File: config.mk
export PLATFORM = sky130hd
export DESIGN_NAME = seg7_cmd_ctrl_flat
export DESIGN_NICKNAME = d
export VERILOG_FILES = /design/src/rtl/seg7_cmd_ctrl_if.sv /design/src/rtl/seg7_cmd_ctrl.sv /design/src/flat_wrapper.sv
export SDC_FILE = /design/constraint.sdc
export NUM_CORES = 1
export LEC_CHECK = 0
export ABC_AREA = 1
export CAP_MARGIN = 40
export CORE_MARGIN = 5
export CORE_UTILIZATION = 53
export DETAILED_ROUTE_END_ITERATION = 8
export PLACE_DENSITY = 0.73
export SLEW_MARGIN = 20
export SYNTH_ARGS = -nofsm -noshare
export SYNTH_HDL_FRONTEND = slang
export SYNTH_SLANG_ARGS = --single-unit
File: constraint.sdc
create_clock -name i_clk -period 1.6 [get_ports i_clk]
set_input_delay 0.32 -clock i_clk [delete_from_list [all_inputs] [get_ports i_clk]]
set_output_delay 0.32 -clock i_clk [all_outputs]
set_load 0.03 [all_outputs]
File: src/rtl/seg7_cmd_ctrl_if.sv
// UART-side byte stream for the 7-segment command controller.
// master = UART/host side, slave = controller side.
interface seg7_cmd_ctrl_if;
    logic [7:0] rx_data;
    logic       rx_valid;
    logic [7:0] tx_data;
    logic       tx_valid;
    logic       tx_ready;

    modport master (output rx_data, rx_valid, tx_ready, input tx_data, tx_valid);
    modport slave  (input rx_data, rx_valid, tx_ready, output tx_data, tx_valid);
endinterface

File: src/rtl/seg7_cmd_ctrl.sv
// ASCII command parser driving a 4-digit multiplexed 7-segment display.
// Commands: "Dhhhh\n" sets the digits, "Bh\n" sets brightness, "C\n" clears.
// Each command is acknowledged with 'K' (accepted) or 'E' (rejected).
module seg7_cmd_ctrl #(
    parameter int SCAN_DIV    = 7500,
    parameter int TIMEOUT_CYC = 3000000
) (
    input  logic               i_clk,
    input  logic               i_reset,
    seg7_cmd_ctrl_if.slave     bus,
    output logic [6:0]         o_seg,
    output logic [3:0]         o_an,
    output logic               o_busy,
    output logic               o_err
);
    localparam int SW = (SCAN_DIV > 1)    ? $clog2(SCAN_DIV)    : 1;
    localparam int TW = (TIMEOUT_CYC > 1) ? $clog2(TIMEOUT_CYC) : 1;

    localparam logic [7:0] CH_D  = 8'h44;
    localparam logic [7:0] CH_B  = 8'h42;
    localparam logic [7:0] CH_C  = 8'h43;
    localparam logic [7:0] CH_K  = 8'h4B;
    localparam logic [7:0] CH_E  = 8'h45;
    localparam logic [7:0] CH_LF = 8'h0A;
    localparam logic [7:0] CH_CR = 8'h0D;

    typedef enum logic [1:0] {S_IDLE, S_GET_HEX, S_GET_LF, S_SEND} state_t;

    state_t          r_state, w_state_nx;
    logic [7:0]      r_cmd;
    logic [2:0]      r_left;
    logic [15:0]     r_stage;
    logic [TW-1:0]   r_tmo;
    logic [7:0]      r_tx_data;
    logic            r_err;
    logic [15:0]     r_disp;
    logic [3:0]      r_bright;
    logic [SW-1:0]   r_scan;
    logic [1:0]      r_dig;
    logic [3:0]      r_pwm;
    logic [6:0]      r_seg;
    logic [3:0]      r_an;

    logic            w_is_hex;
    logic [3:0]      w_nib;
    logic            w_tmo_hit;
    logic            w_send;
    logic [7:0]      w_ack;
    logic            w_tmo_clr;
    logic            w_start;
    logic [2:0]      w_need;
    logic            w_shift;
    logic            w_commit;
    logic            w_cmd_ld;
    logic [3:0]      w_sel_nib;
    logic [6:0]      w_seg_dec;

    assign w_tmo_hit   = (r_tmo == TW'(TIMEOUT_CYC - 1));
    assign bus.tx_valid = (r_state == S_SEND);
    assign bus.tx_data  = r_tx_data;
    assign o_busy       = (r_state != S_IDLE);
    assign o_err        = r_err;
    assign o_seg        = r_seg;
    assign o_an         = r_an;

    // Classify the incoming byte as a hex digit and extract its value.
    always_comb begin
        w_is_hex = 1'b1;
        w_nib    = 4'h0;
        if (bus.rx_data >= 8'h30 && bus.rx_data <= 8'h39)
            w_nib = bus.rx_data[3:0];
        else if ((bus.rx_data >= 8'h41 && bus.rx_data <= 8'h46) ||
                 (bus.rx_data >= 8'h61 && bus.rx_data <= 8'h66))
            w_nib = bus.rx_data[3:0] + 4'd9;
        else
            w_is_hex = 1'b0;
    end

    // Parser state register.
    always_ff @(posedge i_clk) begin
        if (i_reset) r_state <= S_IDLE;
        else         r_state <= w_state_nx;
    end

    // Parser next-state and datapath controls; any reply funnels into SEND.
    always_comb begin
        w_state_nx = r_state;
        w_send     = 1'b0;
        w_ack      = 8'h00;
        w_tmo_clr  = 1'b0;
        w_start    = 1'b0;
        w_need     = 3'd0;
        w_shift    = 1'b0;
        w_commit   = 1'b0;
        w_cmd_ld   = 1'b0;
        unique case (r_state)
            S_IDLE: begin
                if (bus.rx_valid) begin
                    w_cmd_ld = 1'b1;
                    if (bus.rx_data == CH_D) begin
                        w_state_nx = S_GET_HEX;
                        w_start    = 1'b1;
                        w_need     = 3'd4;
                        w_tmo_clr  = 1'b1;
                    end else if (bus.rx_data == CH_B) begin
                        w_state_nx = S_GET_HEX;
                        w_start    = 1'b1;
                        w_need     = 3'd1;
                        w_tmo_clr  = 1'b1;
                    end else if (bus.rx_data == CH_C) begin
                        w_state_nx = S_GET_LF;
                        w_tmo_clr  = 1'b1;
                    end else if (bus.rx_data != CH_LF && bus.rx_data != CH_CR) begin
                        w_send = 1'b1;
                        w_ack  = CH_E;
                    end
                end
            end
            S_GET_HEX: begin
                if (bus.rx_valid) begin
                    w_tmo_clr = 1'b1;
                    if (w_is_hex) begin
                        w_shift = 1'b1;
                        if (r_left == 3'd1) w_state_nx = S_GET_LF;
                    end else begin
                        w_send = 1'b1;
                        w_ack  = CH_E;
                    end
                end else if (w_tmo_hit) begin
                    w_send = 1'b1;
                    w_ack  = CH_E;
                end
            end
            S_GET_LF: begin
                if (bus.rx_valid) begin
                    w_tmo_clr = 1'b1;
                    w_send    = 1'b1;
                    if (bus.rx_data == CH_LF) begin
                        w_commit = 1'b1;
                        w_ack    = CH_K;
                    end else begin
                        w_ack    = CH_E;
                    end
                end else if (w_tmo_hit) begin
                    w_send = 1'b1;
                    w_ack  = CH_E;
                end
            end
            S_SEND: begin
                if (bus.tx_ready) w_state_nx = S_IDLE;
            end
            default: w_state_nx = S_IDLE;
        endcase
        if (w_send) w_state_nx = S_SEND;
    end

    // Command datapath: staging, timeout, reply byte and committed buffers.
    always_ff @(posedge i_clk) begin
        if (i_reset) begin
            r_cmd     <= 8'h00;
            r_left    <= 3'd0;
            r_stage   <= 16'h0000;
            r_tmo     <= '0;
            r_tx_data <= 8'h00;
            r_err     <= 1'b0;
            r_disp    <= 16'h0000;
            r_bright  <= 4'hF;
        end else begin
            if (w_cmd_ld) r_cmd <= bus.rx_data;
            if (w_start) begin
                r_stage <= 16'h0000;
                r_left  <= w_need;
            end else if (w_shift) begin
                r_stage <= {r_stage[11:0], w_nib};
                r_left  <= r_left - 3'd1;
            end
            // Only runs while waiting for more of a command.
            if (w_tmo_clr || (r_state != S_GET_HEX && r_state != S_GET_LF))
                r_tmo <= '0;
            else
                r_tmo <= r_tmo + TW'(1);
            if (w_send) r_tx_data <= w_ack;
            r_err <= w_send && (w_ack == CH_E);
            if (w_commit) begin
                if (r_cmd == CH_D)      r_disp   <= r_stage;
                else if (r_cmd == CH_B) r_bright <= r_stage[3:0];
                else if (r_cmd == CH_C) r_disp   <= 16'h0000;
            end
        end
    end

    assign w_sel_nib = r_disp[{r_dig, 2'b00} +: 4];

    // Hex digit to segment pattern {g,f,e,d,c,b,a}.
    always_comb begin
        w_seg_dec = 7'h00;
        case (w_sel_nib)
            4'h0: w_seg_dec = 7'h3F;
            4'h1: w_seg_dec = 7'h06;
            4'h2: w_seg_dec = 7'h5B;
            4'h3: w_seg_dec = 7'h4F;
            4'h4: w_seg_dec = 7'h66;
            4'h5: w_seg_dec = 7'h6D;
            4'h6: w_seg_dec = 7'h7D;
            4'h7: w_seg_dec = 7'h07;
            4'h8: w_seg_dec = 7'h7F;
            4'h9: w_seg_dec = 7'h6F;
            4'hA: w_seg_dec = 7'h77;
            4'hB: w_seg_dec = 7'h7C;
            4'hC: w_seg_dec = 7'h39;
            4'hD: w_seg_dec = 7'h5E;
            4'hE: w_seg_dec = 7'h79;
            default: w_seg_dec = 7'h71;
        endcase
    end

    // Digit scan, PWM and registered drive so seg/an switch together.
    always_ff @(posedge i_clk) begin
        if (i_reset) begin
            r_scan <= '0;
            r_dig  <= 2'd0;
            r_pwm  <= 4'd0;
            r_seg  <= 7'h00;
            r_an   <= 4'hF;
        end else begin
            if (r_scan == SW'(SCAN_DIV - 1)) begin
                r_scan <= '0;
                r_dig  <= r_dig + 2'd1;
            end else begin
                r_scan <= r_scan + SW'(1);
            end
            r_pwm <= r_pwm + 4'd1;
            r_seg <= w_seg_dec;
            r_an  <= (r_pwm < r_bright) ? ~(4'b0001 << r_dig) : 4'hF;
        end
    end
endmodule

File: src/flat_wrapper.sv
// flat-port wrapper written by rule: the top's interface ports become plain ports
module seg7_cmd_ctrl_flat 
#(
    parameter int SCAN_DIV    = 7500,
    parameter int TIMEOUT_CYC = 3000000
)
  (i_clk, i_reset, o_seg, o_an, o_busy, o_err, bus_rx_data, bus_rx_valid, bus_tx_ready, bus_tx_data, bus_tx_valid);
  seg7_cmd_ctrl_if bus_i ();
  input  logic i_clk;
  input  logic i_reset;
  output logic [6:0] o_seg;
  output logic [3:0] o_an;
  output logic o_busy;
  output logic o_err;
  input wire logic [$bits(bus_i.rx_data)-1:0] bus_rx_data;
  input wire logic [$bits(bus_i.rx_valid)-1:0] bus_rx_valid;
  input wire logic [$bits(bus_i.tx_ready)-1:0] bus_tx_ready;
  output wire logic [$bits(bus_i.tx_data)-1:0] bus_tx_data;
  output wire logic [$bits(bus_i.tx_valid)-1:0] bus_tx_valid;
  assign bus_i.rx_data = bus_rx_data;
  assign bus_i.rx_valid = bus_rx_valid;
  assign bus_i.tx_ready = bus_tx_ready;
  assign bus_tx_data = bus_i.tx_data;
  assign bus_tx_valid = bus_i.tx_valid;
  seg7_cmd_ctrl #(.SCAN_DIV(SCAN_DIV), .TIMEOUT_CYC(TIMEOUT_CYC)) u_core (.i_clk(i_clk), .i_reset(i_reset), .bus(bus_i), .o_seg(o_seg), .o_an(o_an), .o_busy(o_busy), .o_err(o_err));
endmodule
==> impl_metrics.ini, run 1 <==
[worst_hold_path]
hold_path_class = in -> reg
timing.hold.worst_endpoint = u_core.r_cmd[6]
worst_hold_startpoint = bus_rx_data[6]
hold_depth = 3

[drt]
drcViolationCount = 0
drt_first_pass_iters = 5
ant_nets = 0
drt_wl_total_um = 13200
avgRoutedWirePerCell_um = 13.8
vias_per_cell = 5.16
dr_total_vias = 4953
first_iter_violations = 336

[clocking]
cts_buffers = 9
cts_hold_buffers_added = 0
cts_tree = yes
ctsLongestPathBuffers = 2
clkSinkCount = 105
clock_latency_ns = 0.38
clk_root_buf = sky130_fd_sc_hd__clkbuf_8
htree_levels = 3
clk_transition_reported_paths_ns = 0.10

[yosys]
syn-cell-area_um2 = 5150
synth-seq-cells = 105
netlist-cell-type-count = 47
synthesis.yosys.warnings = 0
synth_cells = 687
synth.avg_cell_area_um2 = 7.49
ys_seq_area_share_pct = 40.8

[die]
dieHeight_um = 109
num_rows = 36
core_area_um2 = 9640
die_w_um = 109
die_area_um2 = 11800
ioPinCount = 34
initial_core_util_pct = 53.4

[finish]
fraction_of_the_core_area_covered_by_cells_at_the_end_of_the_flow_pct = 76.1
n_fill_cell = 696
final-instance-count-excl-fill = 960
antenna_cells = 0
area_growth_syn_to_layout_pct = 42.6
fin_area_um2 = 7340
final_nets = 862
post_route_cells_drive_above_1_share_pct = 39.2

[timing]
final.setup.worst_slack_ns = -0.136
whs_ns = 0.363
number_of_max_slew_violations_in_the_final_report = 0
max_slew.worst_pin.slew_ns = 0.554
unrepaired_setup_endpoints_after_global_routing = true
period_share_pct = 109
fmax_mhz = 576
finalWorstPathRequiredPeriod_ns = 1.74
finalHoldViolCount = 0
setup_viol_count_final = 26
clock-skew-final_ns = 0.0136
worst_slew_margin_rel_pct = 62.7

[place]
place_hpwl_um = 8290
placedInstanceArea_um2 = 6100
gpl.final_weighted_congestion = 0.924
place_inst = 906
port-buffer-count = 30

[global_routing]
grt_start_max_net_pins = 23
total_routing_usage_reported_by_global_routing_pct = 21.5
grt_pass1_wl_um = 20400
antenna_found_initial = 0
grt_pass1_vias = 4690
grt_overflow_total = 0

[power]
power.leakage_nw = 3.19
pwr-share-seq_pct = 47.1
max-vdd-ir-drop_mv = 0.539
power_density_nw_per_um2 = 823
power.clock.fraction_pct = 25.8
power_switching_w = 0.00194
share_comb_of_total_power_pct = 27.0
swShare_pct = 32.2
cell_internal_pwr_w = 0.00410

[critical_path]
crit_path_cell_trace = ha_4, nand2_2, inv_2, nand2_2, nor2_2, nand3_2, nand2_4, nand3_4, nand3_2, nand2_1, inv_2, nand3_2, nand2_2, nor2_1
rr_startpoint = u_core.r_tmo[0]
r2r_end = u_core.r_state[1]
slowest_delay_ns = 0.38
rrSetupSlack_ns = -0.14
count_of_cell_instances_traversed_by_the_critical_path = 14
largest_driver_fanout_on_the_critical_path = 4
cp.arrival_ns = 2.00
cp.required_ns = 1.86
crit_type = reg -> reg
timing.critical_path.max_delay_family = simple AND/OR/NAND/NOR gates
r2r_cells = 14
timing.critical_path.to_type = flip-flop
number_of_buffer_and_inverter_instances_along_the_worst_setup_path = 2
timing.critical_path.from_type = flip-flop
critical_path.slowest_cell = sky130_fd_sc_hd__dfxtp_2

[outcome]
violations_in_the_final_reports = negative setup slack
status = finished, violations left

[run]
max_cap_viol_count = 0
cells in the mapped netlist (all sizes together):
cell           n  area share [%]
a2111oi        1            0.17
o211a          1            0.19
xor2           8             1.4
ha            28             6.8
clkinv         1           0.073
o21ai         38             3.8
a31o           1            0.17
nor2          65             5.3
o211ai         4            0.58
clkbuf         4            0.29
inv           88             6.5
and3           1            0.12
a32oi          3            0.66
nand3         39             4.5
o21a           1            0.15
conb           1           0.073
a21boi         2            0.29
xnor2          6             1.0
dfxtp        105              41
nor4           4            0.90
buf           16             2.3
nor3          14             1.6
a21oi         75             7.4
or2            7            0.85
nand2        159              12
nor3b          4            0.58
nand4          8             1.1
dlygate4sd1    1            0.17
a211oi         2            0.29
area by class of cell:
cell class / count / area (um2) / area share [%]
clock inverter: 4 / 27.5 / 0.375
timing repair buffer: 138 / 1170 / 16.0
inverter: 89 / 355 / 4.84
timing repair inverter: 5 / 32.5 / 0.443
clock buffer: 12 / 155 / 2.11
tap: 133 / 166 / 2.27
sequential: 105 / 2120 / 28.9
multi-input combinational: 474 / 3310 / 45.1
flip-flops by register name (all words and copies together) (netlist names):
register,flops
u_core.o_an,4
u_core.r_scan,13
u_core.o_seg,7
u_core.r_bright,4
u_core.bus.tx_data,3
u_core.r_dig,2
u_core.o_err,1
u_core.r_disp,16
u_core.r_tmo,22
u_core.r_pwm,4
u_core.r_stage,16
u_core.r_cmd,8
u_core.r_state,2
u_core.r_left,3
placed cells by master, fill, tap and decap left out, drive strengths merged, types with 2 or more instances in the layout:
cell	count
nand2	159
or2	7
nor4	4
conb	3
a21oi	75
ha	28
nand3	39
a21boi	2
buf	111
dlygate4sd2	21
nand4	8
a211oi	2
clkinvlp	4
o211ai	4
a32oi	3
xor2	8
dfxtp	105
o21ai	38
nor3b	4
nor2	65
xnor2	6
clkinv	4
inv	90
nor3	14
dlymetal6s2s	2
clkdlybuf4s50	3
clkbuf	13
worst max path at each step:
stage | from | end
detailed placement | bus_rx_data[0] | u_core.r_stage[1]
CTS | u_core.r_tmo[1] | u_core.r_state[1]
global placement | bus_rx_data[0] | u_core.r_stage[1]
floorplan | u_core.r_dig[0] | u_core.o_seg[3]
finish | u_core.r_tmo[0] | u_core.r_state[1]
global route | u_core.r_tmo[0] | u_core.r_state[1]
layer usage:
metal	vias up	part of all wire, %	track usage (%)	wire length, um
met1	2317	43	25.7	5650
met5	-	0	0	0
li1	2492	-	-	-
met2	114	51	37.8	6670
met4	0	2.7	8.48	356
met3	30	4.0	3.94	531
through the flow:
step	total power, W	setup TNS, ns	setup slack, ns
global placement	0.00416	-27.77	-0.715
global route	0.00634	-4.84	-0.244
floorplan	0.00371	-0.0466	-0.0466
finish	0.00604	-2.07	-0.136
CTS	0.00590	-1.81	-0.124
detailed placement	0.00418	-30.73	-0.780
what timing repair did:
| item | CTS | global route |
|---|---|---|
| pin swaps | 28 | 51 |
| resized for setup | 110 | 145 |
| buffers inserted | 15 | 19 |
| gates cloned | 5 | 2 |
| setup endpoints to repair | 79 | 78 |
power by group through the flow:
stage	sequential [W]	clock [W]	combinational, W
3_5_place_dp	0.00288	0	0.00130
2_1_floorplan	0.00295	0	0.000754
5_1_grt	0.00286	0.00170	0.00178
3_3_place_gp	0.00288	0	0.00128
4_1_cts	0.00283	0.00158	0.00148
6_report	0.00285	0.00156	0.00163
kinds of logic after synthesis:
kind of cell	Yosys count	synth area share (%)
fa+ha+maj	28	6.81
other cells	1	0.0729
flops	105	40.8
simple gates	301	26.8
buf+inv	110	9.34
compound gates	128	13.7
xor+xnor	14	2.38
tightest hold or removal path, stage by stage:
cell and delay (ns):
sky130_fd_sc_hd__dlymetal6s2s_1 0.17, sky130_fd_sc_hd__o21ai_0 0.18, sky130_fd_sc_hd__a21oi_1 0.04
Note: power is estimated with default switching activity, not from simulation.
==> run 2: changes to the inputs <==
CORE_UTILIZATION = 59   (was 53)
PLACE_DENSITY = 0.77   (was 0.73)
clock period = 1.75 ns   (was 1.6 ns; I/O delays follow)
==> run 2 against run 1 <==
  * The run now ends clean
  * Setup slack better by 0.15 ns
  * Sequential power fell by 8.8%
  * Critical path depth down 2
  * Global-route usage down 0.25 points
  * Final cell count decreased by 7.0%
  * Largest power group unchanged
==> impl_metrics.ini, run 2 (synthesized netlist as in run 1, its figures left out) <==
[power]
max-vdd-ir-drop_mv = 0.601
total_power_w = 0.00561
power.leakage_nw = 2.80
power_density_nw_per_um2 = 856

[finish]
fin_area_um2 = 6550
antenna_cells = 0
max_reg_flops = 22
area_growth_syn_to_layout_pct = 27.3
largest_register = u_core.r_tmo
layout.cells.most_common = sky130_fd_sc_hd__nand2_1
mostFrequentLayoutCells = 145 x sky130_fd_sc_hd__nand2_1, 92 x sky130_fd_sc_hd__dfxtp_1, 73 x sky130_fd_sc_hd__inv_1
fraction_of_the_core_area_covered_by_cells_at_the_end_of_the_flow_pct = 76.2
final_nets = 821
post_route_cells_drive_above_1_share_pct = 24.7
largest_registers = u_core.r_tmo: 22 flops, u_core.r_disp: 16 flops, u_core.r_stage: 16 flops

[die]
initial_core_util_pct = 59.9
ioPinCount = 34
die_w_um = 103
die_area_um2 = 10700
dieHeight_um = 103
num_rows = 34
core_area_um2 = 8590

[clocking]
clock_latency_ns = 0.36
clkSinkCount = 105
cts_buffers = 9
ctsLongestPathBuffers = 2
cts_hold_buffers_added = 0
clk_root_buf = sky130_fd_sc_hd__clkbuf_8
clk_transition_reported_paths_ns = 0.10
cts_tree = yes
htree_levels = 3

[place]
place_hpwl_um = 8130
port-buffer-count = 30
placedInstanceArea_um2 = 5880
dp_worst_setup_slack_ns = -0.630
gpl.final_weighted_congestion = 0.942

[drt]
wl_met2_um = 6230
first_iter_violations = 248
drt_wl_total_um = 12000
drcViolationCount = 0
vias_per_cell = 5.32
dr_total_vias = 4747
avgRoutedWirePerCell_um = 13.4
route.layer.met1.wl_um = 4910
ant_nets = 0
dr.max_layer_used = met4
drt_first_pass_iters = 5
met3RoutedLength_um = 610

[global_routing]
grt_start_max_net_pins = 24
grt_pass1_vias = 4188
antenna_found_initial = 0
grt_overflow_total = 0
grt_pass1_wl_um = 18200
total_routing_usage_reported_by_global_routing_pct = 21.2

[critical_path]
timing.critical_path.to_type = flip-flop
slowest_delay_ns = 0.36
cp.required_ns = 2.04
cp.arrival_ns = 2.02
largest_driver_fanout_on_the_critical_path = 4
crit_path_cell_trace = ha_4, nand2_2, inv_2, nand2_2, nor2_2, nand3_2, nand2_4, nand3_4, nand2_4, buf_4, nand3_1, a21oi_1
critical_path.slowest_cell = sky130_fd_sc_hd__dfxtp_2
timing.critical_path.from_type = flip-flop
crit_type = reg -> reg

[worst_hold_path]
hold_path_class = reg -> reg

[timing]
setup_viol_count_final = 0
finalWorstPathRequiredPeriod_ns = 1.73
number_of_max_slew_violations_in_the_final_report = 0
finalHoldViolCount = 0
fmax_mhz = 577
worst_slew_margin_rel_pct = 47.9
clock-skew-final_ns = 0.0121
final.setup.worst_slack_ns = 0.0172
unrepaired_setup_endpoints_after_global_routing = true
finalSetupTns_ns = 0
max_slew.worst_pin.slew_ns = 0.774
period_share_pct = 99.0

[run]
max_cap_viol_count = 0

[outcome]
status = finished clean
[run 2: layout make-up]
| class | count | area (um2) |
|---|---|---|
| Tap cell | 108 | 135 |
| Clock inverter | 4 | 76.3 |
| Sequential cell | 105 | 2120 |
| Multi-Input combinational cell | 475 | 2840 |
| Inverter | 89 | 354 |
| Clock buffer | 11 | 141 |
| Fill cell | 627 | 2040 |
| Timing Repair Buffer | 101 | 886 |
[run 2: report_power, final]
part	switching, W	internal [W]
sequential	0.0000848	0.00252
clock	0.000805	0.000844
combinational	0.000801	0.000559
total	0.00169	0.00392
[run 2: metrics by stage]
stage	cells	hold slack, ns
finish	893	0.464
global route	893	0.485
CTS	879	0.466
detailed placement	859	0.451
global placement	859	0.443
floorplan	689	0.418
[run 2: path summary, 6_finish.rpt]
check | start | end | slack, ns | depth (start not counted)
worst max register to register | u_core.r_tmo[1] | u_core.bus.tx_data[2] | 0.02 | 12
worst max-delay path | u_core.r_tmo[1] | u_core.bus.tx_data[2] | 0.02 | 12
worst min-delay path | u_core.bus.tx_data[0] | u_core.bus.tx_data[0] | 0.46 | 2
worst min register to register | u_core.bus.tx_data[0] | u_core.bus.tx_data[0] | 0.46 | 2
[run 2: worst max-delay path, delay by kind of cell (launching register included)]
| kind | cells | cell delay, ns |
|---|---|---|
| AND/OR/NAND/NOR | 8 | 0.78 |
| AO/OA/AOI/OAI | 1 | 0.19 |
| buffers and inverters | 2 | 0.18 |
| flip-flops | 1 | 0.36 |
| adder cells (fa/ha/maj) | 1 | 0.14 |
[run 2: what timing repair did]
action,4_1_cts,5_1_grt
cloned,0,1
pin swaps,7,20
buffers inserted,5,13
setup endpoints to repair,56,65
resized for setup,36,81
[run 2: routing by layer]
layer | vias to the layer above | track usage [%]
met1 | 2176 | 25.3
li1 | 2403 | -
met4 | 0 | 6.08
met2 | 140 | 38.3
met5 | - | 0
met3 | 28 | 4.36
==> run 3: changes to the inputs <==
==> constraint.sdc (replaced) <==
create_clock -name i_clk -period 1.75 [get_ports i_clk]
set_input_delay 0.525 -clock i_clk [delete_from_list [all_inputs] [get_ports i_clk]]
set_output_delay 0.525 -clock i_clk [all_outputs]
set_load 0.03 [all_outputs]
==> run 3 against run 2 <==
  * The flow now finishes with violations (negative setup slack)
  * Register-to-register slack is essentially flat
  * Count of clock-buffer cells in the layout is the same
  * Die area is the same
  * Clock power shrank 8%
  * Largest cell class unchanged
==> impl_metrics.ini, run 3 (synthesized netlist as in run 1, its figures left out) <==
[global_routing]
grt_start_max_net_pins = 19
grt_pass1_vias = 4401
grt_overflow_total = 0
total_routing_usage_reported_by_global_routing_pct = 22.3
grt_pass1_wl_um = 19300
antenna_found_initial = 0

[die]
core_area_um2 = 8590
die_w_um = 103
num_rows = 34
dieHeight_um = 103
ioPinCount = 34
die_area_um2 = 10700
initial_core_util_pct = 59.9

[drt]
vias_per_cell = 5.35
ant_nets = 0
first_iter_violations = 248
drt_wl_total_um = 11700
drcViolationCount = 0
avgRoutedWirePerCell_um = 13.1
drt_first_pass_iters = 6
dr_total_vias = 4776

[critical_path]
cp.arrival_ns = 2.05
worstSetupStartpoint = bus_rx_data[0]
rrSetupSlack_ns = 0.02
timing.critical_path.to_type = flip-flop
timing.critical_path.from_type = primary input
largest_driver_fanout_on_the_critical_path = 5
r2r_cells = 14
cp.required_ns = 2.03
rr_startpoint = u_core.r_tmo[1]
r2r_end = u_core.r_state[0]
crit_type = in -> reg

[place]
place_hpwl_um = 8180
dp_worst_setup_slack_ns = -0.817
port-buffer-count = 30
place_inst = 861
gpl.final_weighted_congestion = 0.855

[clocking]
cts_tree = yes
clk_root_buf = sky130_fd_sc_hd__clkbuf_8
clock_latency_ns = 0.37
cts_buffers = 9
clkSinkCount = 105
htree_levels = 3
clk_transition_reported_paths_ns = 0.10
cts_hold_buffers_added = 0
ctsLongestPathBuffers = 2

[timing]
setup_viol_count_final = 2
period_share_pct = 101
finalWorstPathRequiredPeriod_ns = 1.77
worst_slew_margin_rel_pct = 51.9
max_slew.worst_pin.slew_ns = 0.715
clock-skew-final_ns = 0.0141
unrepaired_setup_endpoints_after_global_routing = true
number_of_max_slew_violations_in_the_final_report = 0
finalHoldViolCount = 0
fmax_mhz = 565
final.setup.worst_slack_ns = -0.0189

[outcome]
violations_in_the_final_reports = negative setup slack
status = finished, violations left

[worst_hold_path]
hold_depth = 2
timing.hold.worst_endpoint = u_core.bus.tx_data[0]
hold_path_class = reg -> reg
worst_hold_startpoint = u_core.bus.tx_data[0]

[run]
max_cap_viol_count = 0

[finish]
mostFrequentLayoutCells = 146 x sky130_fd_sc_hd__nand2_1, 99 x sky130_fd_sc_hd__dfxtp_1, 71 x sky130_fd_sc_hd__inv_1
layout.cells.most_common = sky130_fd_sc_hd__nand2_1
largest_register = u_core.r_tmo
n_fill_cell = 625
final_nets = 819
fraction_of_the_core_area_covered_by_cells_at_the_end_of_the_flow_pct = 75.5
area_growth_syn_to_layout_pct = 26.1
antenna_cells = 0
largest_registers = u_core.r_tmo: 22 flops, u_core.r_disp: 16 flops, u_core.r_stage: 16 flops
max_reg_flops = 22
final-instance-count-excl-fill = 892
post_route_cells_drive_above_1_share_pct = 25.0

[power]
max-vdd-ir-drop_mv = 0.427
power_density_nw_per_um2 = 841
power.leakage_nw = 2.68
[run 3: layout make-up]
| cell class | instances | area (um2) | area share, % |
|---|---|---|---|
| repair buffers | 99 | 791 | 12.2 |
| multi-input cells | 474 | 2890 | 44.6 |
| well taps | 108 | 135 | 2.08 |
| flip-flops and latches | 105 | 2110 | 32.5 |
| repair inverters | 1 | 3.75 | 0.0578 |
| clock buffers | 11 | 141 | 2.18 |
| inverters | 89 | 355 | 5.48 |
| clock inverters | 5 | 61.3 | 0.945 |
[run 3: metal layers]
layer	track usage, %	wire length [um]	vias to the layer above
met5	0	0	-
met4	6.57	245	0
met3	4.23	509	29
met2	40.0	6040	134
met1	26.9	4870	2217
li1	-	-	2396
[run 3: power breakdown]
group,internal (W),switching (W),total [W],leakage (nW)
Sequential,0.00251,0.0000732,0.00258,0.856
Clock,0.000712,0.000809,0.00152,0.104
Combinational,0.000527,0.000826,0.00135,1.72
[run 3: how the worst max path moves through the flow]
stage	depth (start not counted)	slack, ns	end
6_report	15	-0.02	u_core.r_state[0]
3_5_place_dp	15	-0.82	u_core.r_state[0]
5_1_grt	14	-0.11	u_core.r_state[1]
2_1_floorplan	14	-0.05	u_core.r_state[0]
4_1_cts	14	0.005	u_core.r_state[1]
3_3_place_gp	15	-0.73	u_core.r_state[0]
[run 3: repair_timing]
action | CTS | global route
buffers inserted | 6 | 7
gates cloned | 2 | 0
endpoints found under the hold margin | 0 | 0
gates resized for setup | 63 | 63
pin swaps | 12 | 25
endpoints found under the setup margin | 67 | 71
[run 3: stage by stage]
step,hold WS [ns],instance area [um2],TNS (ns),power [W]
final,0.464,6490,-0.0266,0.00546
after global routing,0.485,6490,-1.22,0.00574
after CTS,0.467,6240,0,0.00537
after detailed placement,0.454,5910,-37.43,0.00382
after global placement,0.440,5910,-33.18,0.00378
after floorplan,0.418,5200,-0.139,0.00338
[run 3: worst max-delay path, stage by stage]
cell and delay, ns:
sky130_fd_sc_hd__buf_4 0.12, sky130_fd_sc_hd__clkinvlp_4 0.17, sky130_fd_sc_hd__ha_4 0.21, sky130_fd_sc_hd__nand2_1 0.07, sky130_fd_sc_hd__nand3_1 0.11, sky130_fd_sc_hd__nand3_2 0.11
sky130_fd_sc_hd__nand2_4 0.08, sky130_fd_sc_hd__nand2_2 0.09, sky130_fd_sc_hd__nand3_4 0.10, sky130_fd_sc_hd__nand2_4 0.13, sky130_fd_sc_hd__nand2_4 0.08, sky130_fd_sc_hd__nand2_4 0.10
sky130_fd_sc_hd__nand3_2 0.06, sky130_fd_sc_hd__nand2_1 0.07, sky130_fd_sc_hd__nor2_1 0.04
